File: src/rtl/bullet_pkg.sv
// Shared types and constants for the turret bullet engine.
package bullet_pkg;

  typedef enum logic [1:0] {
    ST_IDLE,
    ST_FLY,
    ST_COOLDOWN
  } bullet_state_t;

  localparam int unsigned SCREEN_W_DEF = 640;
  localparam int unsigned SCREEN_H_DEF = 480;

  localparam logic [7:0] KEY_FIRE = 8'h2C;
  localparam logic [7:0] KEY_UP   = 8'h1A;
  localparam logic [7:0] KEY_DOWN = 8'h16;

  localparam logic signed [9:0] GRAVITY_VY_MAX = 10'sd15;

endpackage

File: src/rtl/turret_bullet_ctrl_key_edge_det.sv
// Press detector: pulses while the watched key is present now but was not
// present on the previous cycle, so holding a key yields a single pulse.
module key_edge_det
  import bullet_pkg::*;
#(
  parameter logic [7:0] KEY = KEY_FIRE
) (
  input  logic       clk2,
  input  logic       Reset,
  input  logic [7:0] keycode,
  output logic       press
);

  logic [7:0] r_prev_key;

  always_ff @(posedge clk2) begin
    if (!Reset) r_prev_key <= '0;
    else        r_prev_key <= keycode;
  end

  assign press = (keycode == KEY) && (r_prev_key != KEY);

endmodule

File: src/rtl/turret_bullet_ctrl.sv
// Projectile engine: latches launch state on a fire press, steps the bullet
// once per frame and reports hit/miss. Optional gravity: BULLET_GRAVITY_EN.
module turret_bullet_ctrl
  import bullet_pkg::*;
#(
  parameter logic [7:0]  FIRE_KEY        = KEY_FIRE,
  parameter int unsigned SCREEN_W        = SCREEN_W_DEF,
  parameter int unsigned SCREEN_H        = SCREEN_H_DEF,
  parameter int unsigned SPEED_SHIFT     = 2,
  parameter int unsigned COOLDOWN_FRAMES = 8
) (
  input  logic       clk2,
  input  logic       Reset,
  input  logic [7:0] keycode,
  input  logic       frame_tick,
  input  logic [9:0] motion_x,
  input  logic [9:0] motion_y,
  input  logic [9:0] init_x,
  input  logic [9:0] init_y,
  input  logic [9:0] target_x,
  input  logic [9:0] target_y,
  input  logic [9:0] target_w,
  input  logic [9:0] target_h,
  output logic       bullet_active,
  output logic [9:0] bullet_x,
  output logic [9:0] bullet_y,
  output logic       hit_pulse,
  output logic       miss_pulse,
  output logic [7:0] shots_fired
);

  localparam int unsigned CW = (COOLDOWN_FRAMES < 2) ? 1 : $clog2(COOLDOWN_FRAMES + 1);
  localparam logic signed [11:0] SCR_W = 12'(SCREEN_W);
  localparam logic signed [11:0] SCR_H = 12'(SCREEN_H);

  bullet_state_t r_state, w_state_nxt;

  logic [9:0]    r_bx, r_by, w_bx_nxt, w_by_nxt;
  logic [9:0]    r_vx, r_vy, w_vx_nxt, w_vy_nxt;
  logic [CW-1:0] r_cool, w_cool_nxt;
  logic [7:0]    r_shots, w_shots_nxt;
  logic          r_hit, r_miss, w_hit_nxt, w_miss_nxt;

  logic                w_fire;
  logic signed [11:0]  w_nx, w_ny;
  logic [10:0]         w_tx_end, w_ty_end;
  logic                w_hit, w_oob;

`ifdef BULLET_GRAVITY_EN
  logic [1:0] r_gcnt, w_gcnt_nxt;
`endif

  key_edge_det #(
    .KEY (FIRE_KEY)
  ) u_fire_edge (
    .clk2    (clk2),
    .Reset   (Reset),
    .keycode (keycode),
    .press   (w_fire)
  );

  // Position zero-extended, velocity sign-extended, both into 12-bit signed.
  assign w_nx = $signed({2'b00, r_bx}) + ($signed({{2{r_vx[9]}}, r_vx}) <<< SPEED_SHIFT);
  assign w_ny = $signed({2'b00, r_by}) + ($signed({{2{r_vy[9]}}, r_vy}) <<< SPEED_SHIFT);

  assign w_tx_end = {1'b0, target_x} + {1'b0, target_w};
  assign w_ty_end = {1'b0, target_y} + {1'b0, target_h};

  assign w_hit = !w_nx[11] && !w_ny[11] &&
                 (w_nx[10:0] >= {1'b0, target_x}) && (w_nx[10:0] < w_tx_end) &&
                 (w_ny[10:0] >= {1'b0, target_y}) && (w_ny[10:0] < w_ty_end);

  assign w_oob = w_nx[11] || (w_nx >= SCR_W) || w_ny[11] || (w_ny >= SCR_H);

  always_ff @(posedge clk2) begin
    if (!Reset) r_state <= ST_IDLE;
    else        r_state <= w_state_nxt;
  end

  always_comb begin
    w_state_nxt = r_state;
    w_bx_nxt    = r_bx;
    w_by_nxt    = r_by;
    w_vx_nxt    = r_vx;
    w_vy_nxt    = r_vy;
    w_cool_nxt  = r_cool;
    w_shots_nxt = r_shots;
    w_hit_nxt   = 1'b0;
    w_miss_nxt  = 1'b0;
`ifdef BULLET_GRAVITY_EN
    w_gcnt_nxt  = r_gcnt;
`endif

    unique case (r_state)
      ST_IDLE: begin
        if (w_fire) begin
          w_state_nxt = ST_FLY;
          w_bx_nxt    = init_x;
          w_by_nxt    = init_y;
          w_vx_nxt    = motion_x;
          w_vy_nxt    = motion_y;
          w_shots_nxt = r_shots + 8'd1;
`ifdef BULLET_GRAVITY_EN
          w_gcnt_nxt  = '0;
`endif
        end
      end

      ST_FLY: begin
        if (frame_tick) begin
`ifdef BULLET_GRAVITY_EN
          // The move below already used the old vy; the kick applies next tick.
          w_gcnt_nxt = r_gcnt + 2'd1;
          if ((r_gcnt == 2'd3) && ($signed(r_vy) < GRAVITY_VY_MAX))
            w_vy_nxt = r_vy + 10'd1;
`endif
          if (w_hit) begin
            w_hit_nxt   = 1'b1;
            w_state_nxt = ST_COOLDOWN;
            w_cool_nxt  = CW'(COOLDOWN_FRAMES);
          end else if (w_oob) begin
            w_miss_nxt  = 1'b1;
            w_state_nxt = ST_COOLDOWN;
            w_cool_nxt  = CW'(COOLDOWN_FRAMES);
          end else begin
            w_bx_nxt = w_nx[9:0];
            w_by_nxt = w_ny[9:0];
          end
        end
      end

      ST_COOLDOWN: begin
        if (COOLDOWN_FRAMES == 0) begin
          w_state_nxt = ST_IDLE;
        end else if (frame_tick) begin
          if (r_cool == '0) w_state_nxt = ST_IDLE;
          else              w_cool_nxt  = r_cool - CW'(1);
        end
      end

      default: w_state_nxt = ST_IDLE;
    endcase
  end

  always_ff @(posedge clk2) begin
    if (!Reset) begin
      r_bx    <= '0;
      r_by    <= '0;
      r_vx    <= '0;
      r_vy    <= '0;
      r_cool  <= '0;
      r_shots <= '0;
      r_hit   <= 1'b0;
      r_miss  <= 1'b0;
`ifdef BULLET_GRAVITY_EN
      r_gcnt  <= '0;
`endif
    end else begin
      r_bx    <= w_bx_nxt;
      r_by    <= w_by_nxt;
      r_vx    <= w_vx_nxt;
      r_vy    <= w_vy_nxt;
      r_cool  <= w_cool_nxt;
      r_shots <= w_shots_nxt;
      r_hit   <= w_hit_nxt;
      r_miss  <= w_miss_nxt;
`ifdef BULLET_GRAVITY_EN
      r_gcnt  <= w_gcnt_nxt;
`endif
    end
  end

  assign bullet_active = (r_state == ST_FLY);
  assign bullet_x      = r_bx;
  assign bullet_y      = r_by;
  assign hit_pulse     = r_hit;
  assign miss_pulse    = r_miss;
  assign shots_fired   = r_shots;

endmodule

File: config.mk
export PLATFORM = sky130hd
export DESIGN_NAME = turret_bullet_ctrl
export DESIGN_NICKNAME = d
export VERILOG_FILES = /design/src/rtl/bullet_pkg.sv /design/src/rtl/turret_bullet_ctrl_key_edge_det.sv /design/src/rtl/turret_bullet_ctrl.sv
export SDC_FILE = /design/constraint.sdc
export NUM_CORES = 1
export LEC_CHECK = 0
export ABC_CLOCK_PERIOD_IN_PS = 6600
export BUFFER_PORTS_ARGS = -buffer_cell sky130_fd_sc_hd__buf_4
export CAP_MARGIN = 10
export CORE_MARGIN = 3
export CORE_UTILIZATION = 56
export CTS_CLUSTER_DIAMETER = 150
export CTS_CLUSTER_SIZE = 28
export DETAILED_ROUTE_END_ITERATION = 10
export PLACE_DENSITY = 0.9
export SLEW_MARGIN = 20
export SYNTH_ARGS = -nofsm -noshare
export SYNTH_HDL_FRONTEND = slang
export SYNTH_SLANG_ARGS = --single-unit
File: constraint.sdc
create_clock -name clk2 -period 6.6 [get_ports clk2]
set_input_delay 1.32 -clock clk2 [delete_from_list [all_inputs] [get_ports clk2]]
set_output_delay 1.32 -clock clk2 [all_outputs]
set_load 0.03 [all_outputs]
==> out/summary.txt, run 1 <==
MIN PATH
-------------------------------------------------------------------------------------------------
Classification of the worst-slack hold path                                          flip-flop to flip-flop
Worst hold endpoint                                                                     r_cool[3]
Worst Hold Launch                                                                       r_cool[3]
WHS Path Cells                                                                                  2

ROUTE
-------------------------------------------------------------------------------------------------
Remaining number of nets flagged by the antenna check after routing                             0
Avg Vias per Cell                                                                           6.011
Drt drc                                                                                         0
Initial DRC Count                                                                             304
Wire length reported by the detailed router                                              15.17 mm
Routed wirelength normalized by instance count                                           16.99 um
Detailed-route via count                                                                     5368
Length of the first detailed-routing pass in iterations                                         5

STA
-------------------------------------------------------------------------------------------------
Time the final worst path needs with I/O delays and setup                                5.552 ns
Accumulated negative setup slack                                                             0 ns
Slew at the pin closest to its max-slew limit                                           0.7561 ns
Worst rel slew slack                                                                       49.29%
Fmax                                                                                    180.1 MHz
Setup repair after global routing missed its margin                                            no
Max-slew violation count                                                                        0
Count of final hold-check violations                                                            0
Worst Clk Skew                                                                         0.01281 ns
Final setup violating endpoints                                                                 0
Part of the cycle the worst path needs                                                     84.11%

PLACE
-------------------------------------------------------------------------------------------------
Number of buffers added on ports                                                              121
Gp weighted congestion                                                                     0.9387
Half-perimeter wire length after placement                                               11.95 mm
Post-detailed-placement cell area                                                       6568 um^2
Number of cells after detailed placement                                                      877

POWER
-------------------------------------------------------------------------------------------------
Net switching share of the total power                                                     27.05%
Share of power burned in combinational logic                                                19.0%
Net load switching power                                                                 275.1 uW
Clock share of power                                                                        42.5%
Relative contribution of sequential cells to total power                                    38.5%
Leakage                                                                               0.003264 uW
Power density normalized to cell area                                                149.2 nW/um^2
Int Pwr                                                                                  741.7 uW
Worst vdd rail ir drop                                                                   88.68 uV

YOSYS
-------------------------------------------------------------------------------------------------
Post-synth ARST share                                                                          0%
Leading post-synthesis cells by instance count                                       75 x ha_1, 64 x dfxtp_1, 46 x inv_1, 44 x mux2i_1, 40 x nor2_1
Yosys warning count                                                                             0
Syn Area/Cell                                                                          8.609 um^2
Share of the yosys chip area belonging to registers                                        23.11%
Synthesized net count                                                                         814
Flip-flop and latch count after synthesis                                                      64
Number of synthesized flops with an enable pin                                                  0
Cell taking the most area after synthesis                                                 dfxtp_1
Most common cell in the synthesized netlist                                                  ha_1
Post-synth top area share                                                                  23.11%
Gate count after technology mapping                                                           644
Most used flip-flop cell after synthesis                                                  dfxtp_1
Number of distinct library cell variants in the gate-level netlist after synthesis             68
Post-Synthesis Cell Area                                                                5544 um^2
Top post-synthesis cells by area                                                     dfxtp_1 23%, ha_1 17%, mux2i_1 7.9%

GLOBAL ROUTING
-------------------------------------------------------------------------------------------------
Global-route wire length before repair                                                   25.07 mm
Maximum number of pins on one net before global-route repair                                   78
Number of antenna violations at the first check in global routing                               0
Total congestion overflow                                                                       0
Total track usage                                                                          27.16%
Via count of the first global-routing pass                                                   5454

CTS
-------------------------------------------------------------------------------------------------
Setup Fix Bufs, Post-CTS                                                                        0
Insertion delay to the later sink of the worst-skew pair                                  0.35 ns
Root Buffer Master                                                                       clkbuf_8
Number of clock buffers inserted by TritonCTS                                                   9
Post-cts hold buffer count                                                                      0
CTS tree                                                                                    built
Clock-pin slew of the registers on the worst-case setup and hold paths                    0.08 ns
Clock buffer depth                                                                              2
H-tree depth                                                                                    3
Sinks on Clock Net                                                                             64
Count of instances resized after the clock tree is built                                        0

SETUP PATH
-------------------------------------------------------------------------------------------------
Worst flop-to-flop path startpoint                                                    bullet_y[2]
Worst EP arrival                                                                          5.79 ns
Number of cell instances on the worst register-to-register path                                13
Crit start category                                                                  primary input
Crit. End Element                                                                       flip-flop
CP max FO                                                                                      10
Crit. Startpoint                                                                      target_y[1]
Crit Path Category                                                                   primary input to flip-flop
Reg2Reg Setup Slack                                                                       1.78 ns
R2R Path End                                                                          bullet_x[4]
Critical Path RT                                                                          6.84 ns

FINISH
-------------------------------------------------------------------------------------------------
Final net count                                                                               929
Design Area, Final                                                                      6817 um^2
Ant diodes                                                                                      0
Post-Layout Cell Count                                                                        893
Growth of design area from synthesis to finish                                             22.95%
Layout cells sized above 1                                                                 20.55%
Core occupancy in the finished layout                                                      72.40%

FLOORPLANNING
-------------------------------------------------------------------------------------------------
Die boundary width                                                                       105.5 um
Placeable core region                                                                   9415 um^2
IO Count                                                                                      122
Die H                                                                                    105.5 um
Number of rows in the core area                                                                35
DIE AREA                                                                               11130 um^2
Initial cell density of the core                                                           58.88%

RUN
-------------------------------------------------------------------------------------------------
Reported max-cap violation count                                                                0

STATUS
-------------------------------------------------------------------------------------------------
Outcome                                                                              finished, final reports clean

-- metal layers --
layer | vias up | GRT usage, % | share of wire [%]
met3 | 32 | 4.960 | 5.9
met2 | 208 | 48.00 | 50
met1 | 2538 | 33.08 | 42
met4 | 0 | 9.158 | 2.3
met5 | - | 0 | 0
li1 | 2590 | - | -
-- cells by family after synthesis --
family          Yosys count  synth area share [%]
compound gates          146                 19.68
buf+inv                  67                 4.762
xor+xnor                 26                 4.107
fa+ha+maj                80                 18.55
mux                      47                 8.689
simple gates            214                 21.10
flops                    64                 23.11
-- cells in the final DEF, fill, tap and decap left out, types with 13 or more instances in the layout --
cell / netlist / routed
inv_1: 46 / 46
nand2b_1: 14 / 14
buf_4: 1 / 124
nor2b_1: 33 / 33
nor2_1: 40 / 40
o21ai_0: 23 / 23
dfxtp_1: 64 / 64
nand3_1: 13 / 13
and2_1: 24 / 24
ha_1: 75 / 75
mux2i_1: 44 / 44
nand2_1: 37 / 37
a21oi_1: 20 / 20
xnor2_1: 15 / 15
a21o_1: 19 / 19
-- how the worst max path moves through the flow --
stage,end,depth (start not counted)
after CTS,bullet_x[4],18
final,bullet_x[4],18
after floorplan,bullet_x[4],22
after global routing,bullet_y[4],18
after global placement,bullet_x[4],18
after detailed placement,bullet_y[4],18
-- cell type report --
type / instances / area (um^2)
Multi-Input combinational cell: 513 / 4018
Fill cell: 716 / 2599
Sequential cell: 64 / 1281
Timing Repair Buffer: 124 / 930.9
Inverter: 47 / 176.4
Tap cell: 129 / 161.4
Clock inverter: 7 / 125.1
Clock buffer: 9 / 123.9
-- power by group through the flow --
stage / Clock [uW] / Sequential [uW] / Combinational, uW
after global placement: 0 / 400 / 178
final: 432 / 391 / 193
after floorplan: 0 / 401 / 112
after global routing: 454 / 392 / 215
after CTS: 434 / 391 / 192
after detailed placement: 0 / 401 / 191
-- through the flow --
step           setup WS [ns]  power, uW  hold slack, ns
2_1_floorplan          1.586      513.3          0.4489
5_1_grt               0.7174       1061          0.5330
3_5_place_dp          0.7420      591.3          0.4845
4_1_cts                1.110       1018          0.5051
6_report               1.048       1017          0.5044
3_3_place_gp           1.070      578.5          0.4623
-- sequential cells by signal, summed over array words and instances (netlist names) --
signal and cells:
r_cool 4, u_fire_edge.r_prev_key 8, bullet_x 10, bullet_y 10, r_vx 10, r_vy 10
r_state 2, shots_fired 8, miss_pulse 1, hit_pulse 1
-- critical path: stages --
cell and delay, ns:
buf_4 0.11, ha_1 0.28, a21o_1 0.18, a21oi_1 0.23, o21ai_0 0.13, a21oi_1 0.25
o21bai_1 0.10, a21oi_1 0.29, nor3_1 0.10, a311oi_1 0.28, ha_1 0.32, and4_1 0.22
a221o_1 0.37, a31oi_1 0.16, o221ai_1 0.15, a211oi_2 0.67, o31ai_4 0.27, mux2_4 0.35
No activity file was read; power rests on OpenSTA's default activity.
==> run 2, diff against run 1 <==
--- a/config.mk
+++ b/config.mk
@@ -5,7 +5,7 @@
 export SDC_FILE = /design/constraint.sdc
 export NUM_CORES = 1
 export LEC_CHECK = 0
-export ABC_CLOCK_PERIOD_IN_PS = 6600
+export ABC_CLOCK_PERIOD_IN_PS = 5520
 export BUFFER_PORTS_ARGS = -buffer_cell sky130_fd_sc_hd__buf_4
 export CAP_MARGIN = 10
 export CORE_MARGIN = 3
==> constraint.sdc (replaced) <==
create_clock -name clk2 -period 5.52 [get_ports clk2]
set_input_delay 1.104 -clock clk2 [delete_from_list [all_inputs] [get_ports clk2]]
set_output_delay 1.104 -clock clk2 [all_outputs]
set_load 0.03 [all_outputs]
==> run 2 against run 1 <==
Compared with the run above:
- sequential share of layout area grew 0.069 points
- critical path depth grew 1
- combinational power grew 18%
- clock-buffer cell count is the same
- first-iteration DRC count shrank 4.6%
- via count shrank 1.1%
- register-to-register slack lost 0.69 ns
- utilization shrank 0.27 points
- wire length shrank 4.5%
- critical endpoint unchanged
==> out/summary.txt, run 2 (synthesized netlist as in run 1, its figures left out) <==
FLOORPLANNING
-------------------------------------------------------------------------------------
Die H                                                                        105.5 um   unchanged
Number of rows in the core area                                                    35   unchanged
IO Count                                                                          122   unchanged
Initial cell density of the core                                               58.88%   unchanged
Die boundary width                                                           105.5 um   unchanged
Placeable core region                                                       9415 um^2   unchanged
DIE AREA                                                                   11130 um^2   unchanged

GLOBAL ROUTING
-------------------------------------------------------------------------------------
Number of antenna violations at the first check in global routing                   0   unchanged
Total track usage                                                              25.78%   -1.4 points
Via count of the first global-routing pass                                       5241   -3.9%
Total congestion overflow                                                           0   unchanged
Global-route wire length before repair                                       23.86 mm   -4.8%
Maximum number of pins on one net before global-route repair                       78   unchanged

MIN PATH
-------------------------------------------------------------------------------------
Classification of the worst-slack hold path                              flip-flop to flip-flop
Worst Hold Launch                                                         bullet_y[9]
WHS Path Cells                                                                      2   unchanged
Worst hold endpoint                                                       bullet_y[9]

ROUTE
-------------------------------------------------------------------------------------
Remaining number of nets flagged by the antenna check after routing                 0   unchanged
Wire length reported by the detailed router                                  14.49 mm   -4.5%
Initial DRC Count                                                                 290   -4.6%
Length of the first detailed-routing pass in iterations                             5   unchanged
Drt drc                                                                             0   unchanged
Routed wirelength normalized by instance count                               16.22 um   -4.5%
Detailed-route via count                                                         5307   -1.1%
Avg Vias per Cell                                                               5.943   -1.1%

STA
-------------------------------------------------------------------------------------
Worst Clk Skew                                                             0.01132 ns   -0.001498 ns
Worst path setup slack after routing                                        0.6453 ns   -0.4032 ns
Part of the cycle the worst path needs                                         88.31%
Slew at the pin closest to its max-slew limit                               0.8089 ns   +0.05272 ns
Setup repair after global routing missed its margin                                no
Count of final hold-check violations                                                0   unchanged
Fmax                                                                        205.1 MHz
Accumulated negative setup slack                                                 0 ns   unchanged
Max-slew violation count                                                            0   unchanged
Time the final worst path needs with I/O delays and setup                    4.875 ns
Final setup violating endpoints                                                     0   unchanged
Worst rel slew slack                                                           45.90%   -3.4 points

SETUP PATH
-------------------------------------------------------------------------------------
Worst EP arrival                                                              5.11 ns   -0.68 ns
R2R Path End                                                              bullet_x[4]
Critical Path RT                                                              5.75 ns   -1.09 ns
Crit start category                                                      primary input
Crit Path Category                                                       primary input to flip-flop
Worst flop-to-flop path startpoint                                        bullet_x[2]
CP max FO                                                                          11   +1
Reg2Reg Setup Slack                                                           1.09 ns   -0.69 ns
Crit. End Element                                                           flip-flop
Number of cell instances on the worst register-to-register path                    16   +3

CTS
-------------------------------------------------------------------------------------
Count of instances resized after the clock tree is built                            0   unchanged
Sinks on Clock Net                                                                 64   unchanged
Clock buffer depth                                                                  2   unchanged
CTS tree                                                                        built
H-tree depth                                                                        3   unchanged
Root Buffer Master                                                           clkbuf_8
Insertion delay to the later sink of the worst-skew pair                      0.35 ns   about the same
Post-cts hold buffer count                                                          0   unchanged
Number of clock buffers inserted by TritonCTS                                       9   unchanged
Clock-pin slew of the registers on the worst-case setup and hold paths        0.07 ns   about the same
Setup Fix Bufs, Post-CTS                                                            0   unchanged

POWER
-------------------------------------------------------------------------------------
Clock share of power                                                            39.8%   -2.7 points
Share of power burned in combinational logic                                    19.7%   +0.7 points
Leakage                                                                   0.003254 uW   -0.31%
Int Pwr                                                                      839.3 uW   +13%
Power density normalized to cell area                                    170.0 nW/um^2   +14%
Net switching share of the total power                                         27.33%   +0.27 points
Relative contribution of sequential cells to total power                        40.5%   +2.0 points
Worst vdd rail ir drop                                                       107.0 uV   +21%
Net load switching power                                                     315.6 uW   +15%
Total power of the final layout                                               1155 uW   +14%

FINISH
-------------------------------------------------------------------------------------
Top library cells by usage in the layout, fill and taps aside            124 x buf_4, 75 x ha_1, 64 x dfxtp_1
Growth of design area from synthesis to finish                                 22.50%
Final net count                                                                   929   unchanged
Register Area                                                               1281 um^2   unchanged
Area used by multi-input combinational logic                                4018 um^2   unchanged
Ant diodes                                                                          0   unchanged
Filler Cells Inserted                                                             702   -2.0%
Leading cell type in the layout, fill and taps excluded                         buf_4
Layout cells sized above 1                                                     20.55%   unchanged

PLACE
-------------------------------------------------------------------------------------
Gp weighted congestion                                                         0.9345   -0.45%
Number of buffers added on ports                                                  121   unchanged
Worst slack, placed                                                         0.3562 ns   -0.3859 ns
Half-perimeter wire length after placement                                   11.54 mm   -3.4%

STATUS
-------------------------------------------------------------------------------------
Outcome                                                                  finished, final reports clean

RUN
-------------------------------------------------------------------------------------
Reported max-cap violation count                                                    0   unchanged

==> run 2: changes by cell type in the layout (fill, tap and decap cells not counted) <==
| cell | delta |
|---|---|
| bufinv_16 | -1 |
| clkinv_2 | +1 |
==> run 2: final cells by class <==
cell class	count	area share, %
sequential	64	18.87
multi-input combinational	513	59.16
clock buffer	9	1.824
tap	129	2.377
inverter	47	2.598
timing repair buffer	124	13.71
clock inverter	7	1.474
==> run 2: worst max-delay path by stage <==
stage          slack [ns]  depth (start not counted)         from          end
6_report             0.65                         19  target_y[1]  bullet_x[4]
2_1_floorplan        0.72                         22  target_y[0]  bullet_x[4]
3_3_place_gp         0.47                         19  target_y[1]  bullet_y[4]
3_5_place_dp         0.36                         19  target_y[1]  bullet_y[4]
4_1_cts              0.72                         19  target_y[1]  bullet_x[4]
5_1_grt              0.34                         19  target_y[1]  bullet_x[4]
==> run 2: metrics by stage <==
stage / cell area, um^2 / util (%) / instances / hold WS, ns
floorplan: 5544 / - / 644 / 0.4489
global route: 6792 / 72.13 / 893 / 0.5205
CTS: 6792 / 72.13 / 893 / 0.4893
global placement: 6568 / 69.75 / 877 / 0.4640
finish: 6792 / 72.13 / 893 / 0.4880
detailed placement: 6568 / 69.75 / 877 / 0.4791
==> run 2: power groups by stage <==
stage / logic (uW) / clock network (uW) / registers [uW]
after floorplan: 134 / 0 / 479
after global placement: 213 / 0 / 479
after detailed placement: 225 / 0 / 479
after CTS: 227 / 464 / 468
after global routing: 255 / 483 / 468
final: 227 / 459 / 468
==> run 2: metal layers <==
layer | vias up | part of all wire [%] | GRT usage [%]
li1 | 2599 | - | -
met5 | - | 0 | 0
met3 | 30 | 6.3 | 3.858
met2 | 196 | 50 | 45.86
met4 | 0 | 1.8 | 7.863
met1 | 2482 | 42 | 32.03
==> run 2: worst max-delay path: stages <==
cell and delay, ns:
buf_4 0.11, ha_1 0.28, a21o_1 0.18, a21oi_1 0.22, o21ai_0 0.12, a21oi_1 0.29, o21bai_1 0.11, a21oi_1 0.27
nor3_1 0.09, a311oi_1 0.22, ha_1 0.29, and4_1 0.21, a221o_1 0.34, a31oi_1 0.13, o221ai_1 0.15, a211oi_2 0.22
buf_4 0.26, o31ai_4 0.17, mux2_4 0.34
==> run 3, diff against run 2 <==
--- a/config.mk
+++ b/config.mk
@@ -8,7 +8,7 @@
 export ABC_CLOCK_PERIOD_IN_PS = 5520
 export BUFFER_PORTS_ARGS = -buffer_cell sky130_fd_sc_hd__buf_4
 export CAP_MARGIN = 10
-export CORE_MARGIN = 3
+export CORE_MARGIN = 8
 export CORE_UTILIZATION = 56
 export CTS_CLUSTER_DIAMETER = 150
 export CTS_CLUSTER_SIZE = 28
==> run 3 against run 2 <==
Compared with the run above:
- combinational power hardly changed
- via count is 0.11% lower
- setup slack worse by 0.048 ns
- power is 3.8% lower
==> out/summary.txt, run 3 (synthesized netlist as in run 1, its figures left out) <==
GLOBAL ROUTING
-------------------------------------------------------------------------------------
Global-route wire length before repair                                       24.39 mm   +2.2%
Total congestion overflow                                                           0   unchanged
Via count of the first global-routing pass                                       5364   +2.3%
Maximum number of pins on one net before global-route repair                       78   unchanged
Total track usage                                                              22.51%   -3.3 points
Number of antenna violations at the first check in global routing                   0   unchanged

FLOORPLANNING
-------------------------------------------------------------------------------------
DIE AREA                                                                   13340 um^2   +20%
Placeable core region                                                       9684 um^2   +2.9%
Number of rows in the core area                                                    36   +2.9%
IO Count                                                                          122   unchanged
Die boundary width                                                           115.5 um   +9.5%
Die H                                                                        115.5 um   +9.5%
Initial cell density of the core                                               57.25%   -1.6 points

SETUP PATH
-------------------------------------------------------------------------------------
Slowest library cell on the worst path                                         mux2_4
Worst EP arrival                                                              5.16 ns   +0.05 ns
Crit Path Category                                                       primary input to flip-flop
Crit. End Element                                                           flip-flop
Crit start category                                                      primary input
Ordered list of cells on the worst path                                  buf_4, ha_1, inv_1, fa_1, nor2b_1, o21ai_0, a21oi_1, o21ai_0, nand2b_1, a21o_1, a21o_1, xnor2_1, ha_1, a21o_1, a21o_1, a221o_1, a31oi_1, o221ai_1, a211oi_2, buf_4, o31ai_4, mux2_4
Cell mode on critical path                                                     a21o_1
Worst flop-to-flop path startpoint                                        bullet_x[2]
Crit. Startpoint                                                          target_y[0]
R2R Path End                                                              bullet_y[4]
CP max FO                                                                          11   unchanged
Critical Path RT                                                              5.75 ns   about the same
Reg2Reg Setup Slack                                                           1.06 ns   -0.03 ns
Capturing element of the worst setup path                                 bullet_y[4]
Delay of the slowest cell on the worst path                                   0.35 ns   about the same
Number of cell instances on the worst register-to-register path                    16   unchanged

ROUTE
-------------------------------------------------------------------------------------
Detailed-route via count                                                         5301   -0.11%
Routed wirelength normalized by instance count                               17.16 um   +5.8%
Remaining number of nets flagged by the antenna check after routing                 0   unchanged
Initial DRC Count                                                                 362   +25%
Drt drc                                                                             0   unchanged
Wire length reported by the detailed router                                  15.39 mm   +6.2%
Avg Vias per Cell                                                               5.910   -0.56%
Length of the first detailed-routing pass in iterations                             6   +1

PLACE
-------------------------------------------------------------------------------------
Gp weighted congestion                                                         0.8680   -7.1%
Half-perimeter wire length after placement                                   12.30 mm   +6.6%
Number of buffers added on ports                                                  121   unchanged
Worst slack, placed                                                         0.2440 ns   -0.1121 ns

STA
-------------------------------------------------------------------------------------
Max-slew violation count                                                            0   unchanged
Time the final worst path needs with I/O delays and setup                    4.922 ns   +0.04765 ns
Setup repair after global routing missed its margin                                no
Accumulated negative setup slack                                                 0 ns   unchanged
Fmax                                                                        203.2 MHz   -0.97%
Part of the cycle the worst path needs                                         89.17%   +0.86 points
Count of final hold-check violations                                                0   unchanged
Worst Clk Skew                                                             0.01149 ns   +0.0001699 ns
Final setup violating endpoints                                                     0   unchanged
Worst path setup slack after routing                                        0.5976 ns   -0.04765 ns
Worst rel slew slack                                                           52.20%   +6.3 points
Slew at the pin closest to its max-slew limit                               0.6990 ns   -0.1099 ns

CTS
-------------------------------------------------------------------------------------
Setup Fix Bufs, Post-CTS                                                            0   unchanged
Post-cts hold buffer count                                                          0   unchanged
Clock buffer depth                                                                  2   unchanged
Sinks on Clock Net                                                                 64   unchanged
Root Buffer Master                                                           clkbuf_8
Insertion delay to the later sink of the worst-skew pair                      0.35 ns   about the same
CTS tree                                                                        built
Number of clock buffers inserted by TritonCTS                                       9   unchanged
Count of instances resized after the clock tree is built                            0   unchanged
H-tree depth                                                                        3   unchanged
Clock-pin slew of the registers on the worst-case setup and hold paths        0.08 ns   about the same

POWER
-------------------------------------------------------------------------------------
Worst vdd rail ir drop                                                       131.8 uV   +23%
Power density normalized to cell area                                    164.1 nW/um^2   -3.5%
Leakage                                                                   0.003239 uW   -0.47%

RUN
-------------------------------------------------------------------------------------
Reported max-cap violation count                                                    0   unchanged

FINISH
-------------------------------------------------------------------------------------
Filler Cells Inserted                                                             791   +13%
Final net count                                                                   929   unchanged
Ant diodes                                                                          0   unchanged
Layout cells sized above 1                                                     20.42%   -0.13 points
Leading cell type in the layout, fill and taps excluded                         buf_4
Top library cells by usage in the layout, fill and taps aside            124 x buf_4, 75 x ha_1, 64 x dfxtp_1
Register Area                                                               1281 um^2   unchanged
Area used by multi-input combinational logic                                4018 um^2   unchanged
Growth of design area from synthesis to finish                                 22.12%

MIN PATH
-------------------------------------------------------------------------------------
Classification of the worst-slack hold path                              flip-flop to flip-flop

STATUS
-------------------------------------------------------------------------------------
Outcome                                                                  finished, final reports clean

==> run 3: per-stage QoR <==
step	area [um^2]	instances	hold slack, ns	total power (uW)	utilization [%]
2_1_floorplan	5544	644	0.4489	613.7	-
3_3_place_gp	6573	881	0.4632	693.0	67.87
3_5_place_dp	6573	881	0.4912	705.6	67.87
4_1_cts	6770	897	0.5048	1116	69.91
5_1_grt	6770	897	0.5232	1160	69.91
6_report	6770	897	0.5038	1111	69.91
==> run 3: worst min-delay path by stage <==
stage,start,end,slack (ns),cells after the start
after floorplan,r_cool[3],r_cool[3],0.45,2
after global placement,r_cool[3],r_cool[3],0.46,2
after detailed placement,bullet_y[5],bullet_y[5],0.49,2
after CTS,bullet_y[6],bullet_y[6],0.50,2
after global routing,bullet_y[8],bullet_y[8],0.52,2
final,bullet_y[6],bullet_y[6],0.50,2
==> run 3: layout make-up <==
| type | instances | area share (%) |
|---|---|---|
| Timing Repair Buffer | 124 | 13.75 |
| Inverter | 47 | 2.606 |
| Clock buffer | 11 | 2.088 |
| Tap cell | 133 | 2.458 |
| Multi-Input combinational cell | 513 | 59.34 |
| Sequential cell | 64 | 18.92 |
| Clock inverter | 5 | 0.8316 |
==> run 3: report_power, final <==
| group | total, uW | switching [uW] | internal (uW) |
|---|---|---|---|
| logic | 228 | 113 | 115 |
| registers | 468 | 2.56 | 466 |
| clock network | 415 | 194 | 220 |
| total | 1110 | 310 | 801 |
==> run 3: worst max-delay path, delay by kind of cell <==
kind	cells	cell delay, ns
XOR/XNOR	1	0.17
AND/OR/NAND/NOR	2	0.17
multiplexers	1	0.35
adder cells (fa/ha/maj)	3	0.66
buffers and inverters	3	0.44
AO/OA/AOI/OAI	12	2.25
==> run 3: routing by layer <==
metal | GRT usage (%) | up-vias | wire, um
met1 | 26.34 | 2469 | 6438
met4 | 9.194 | 0 | 398
li1 | - | 2584 | -
met2 | 39.34 | 211 | 7499
met5 | 0 | - | 0
met3 | 4.377 | 37 | 1055
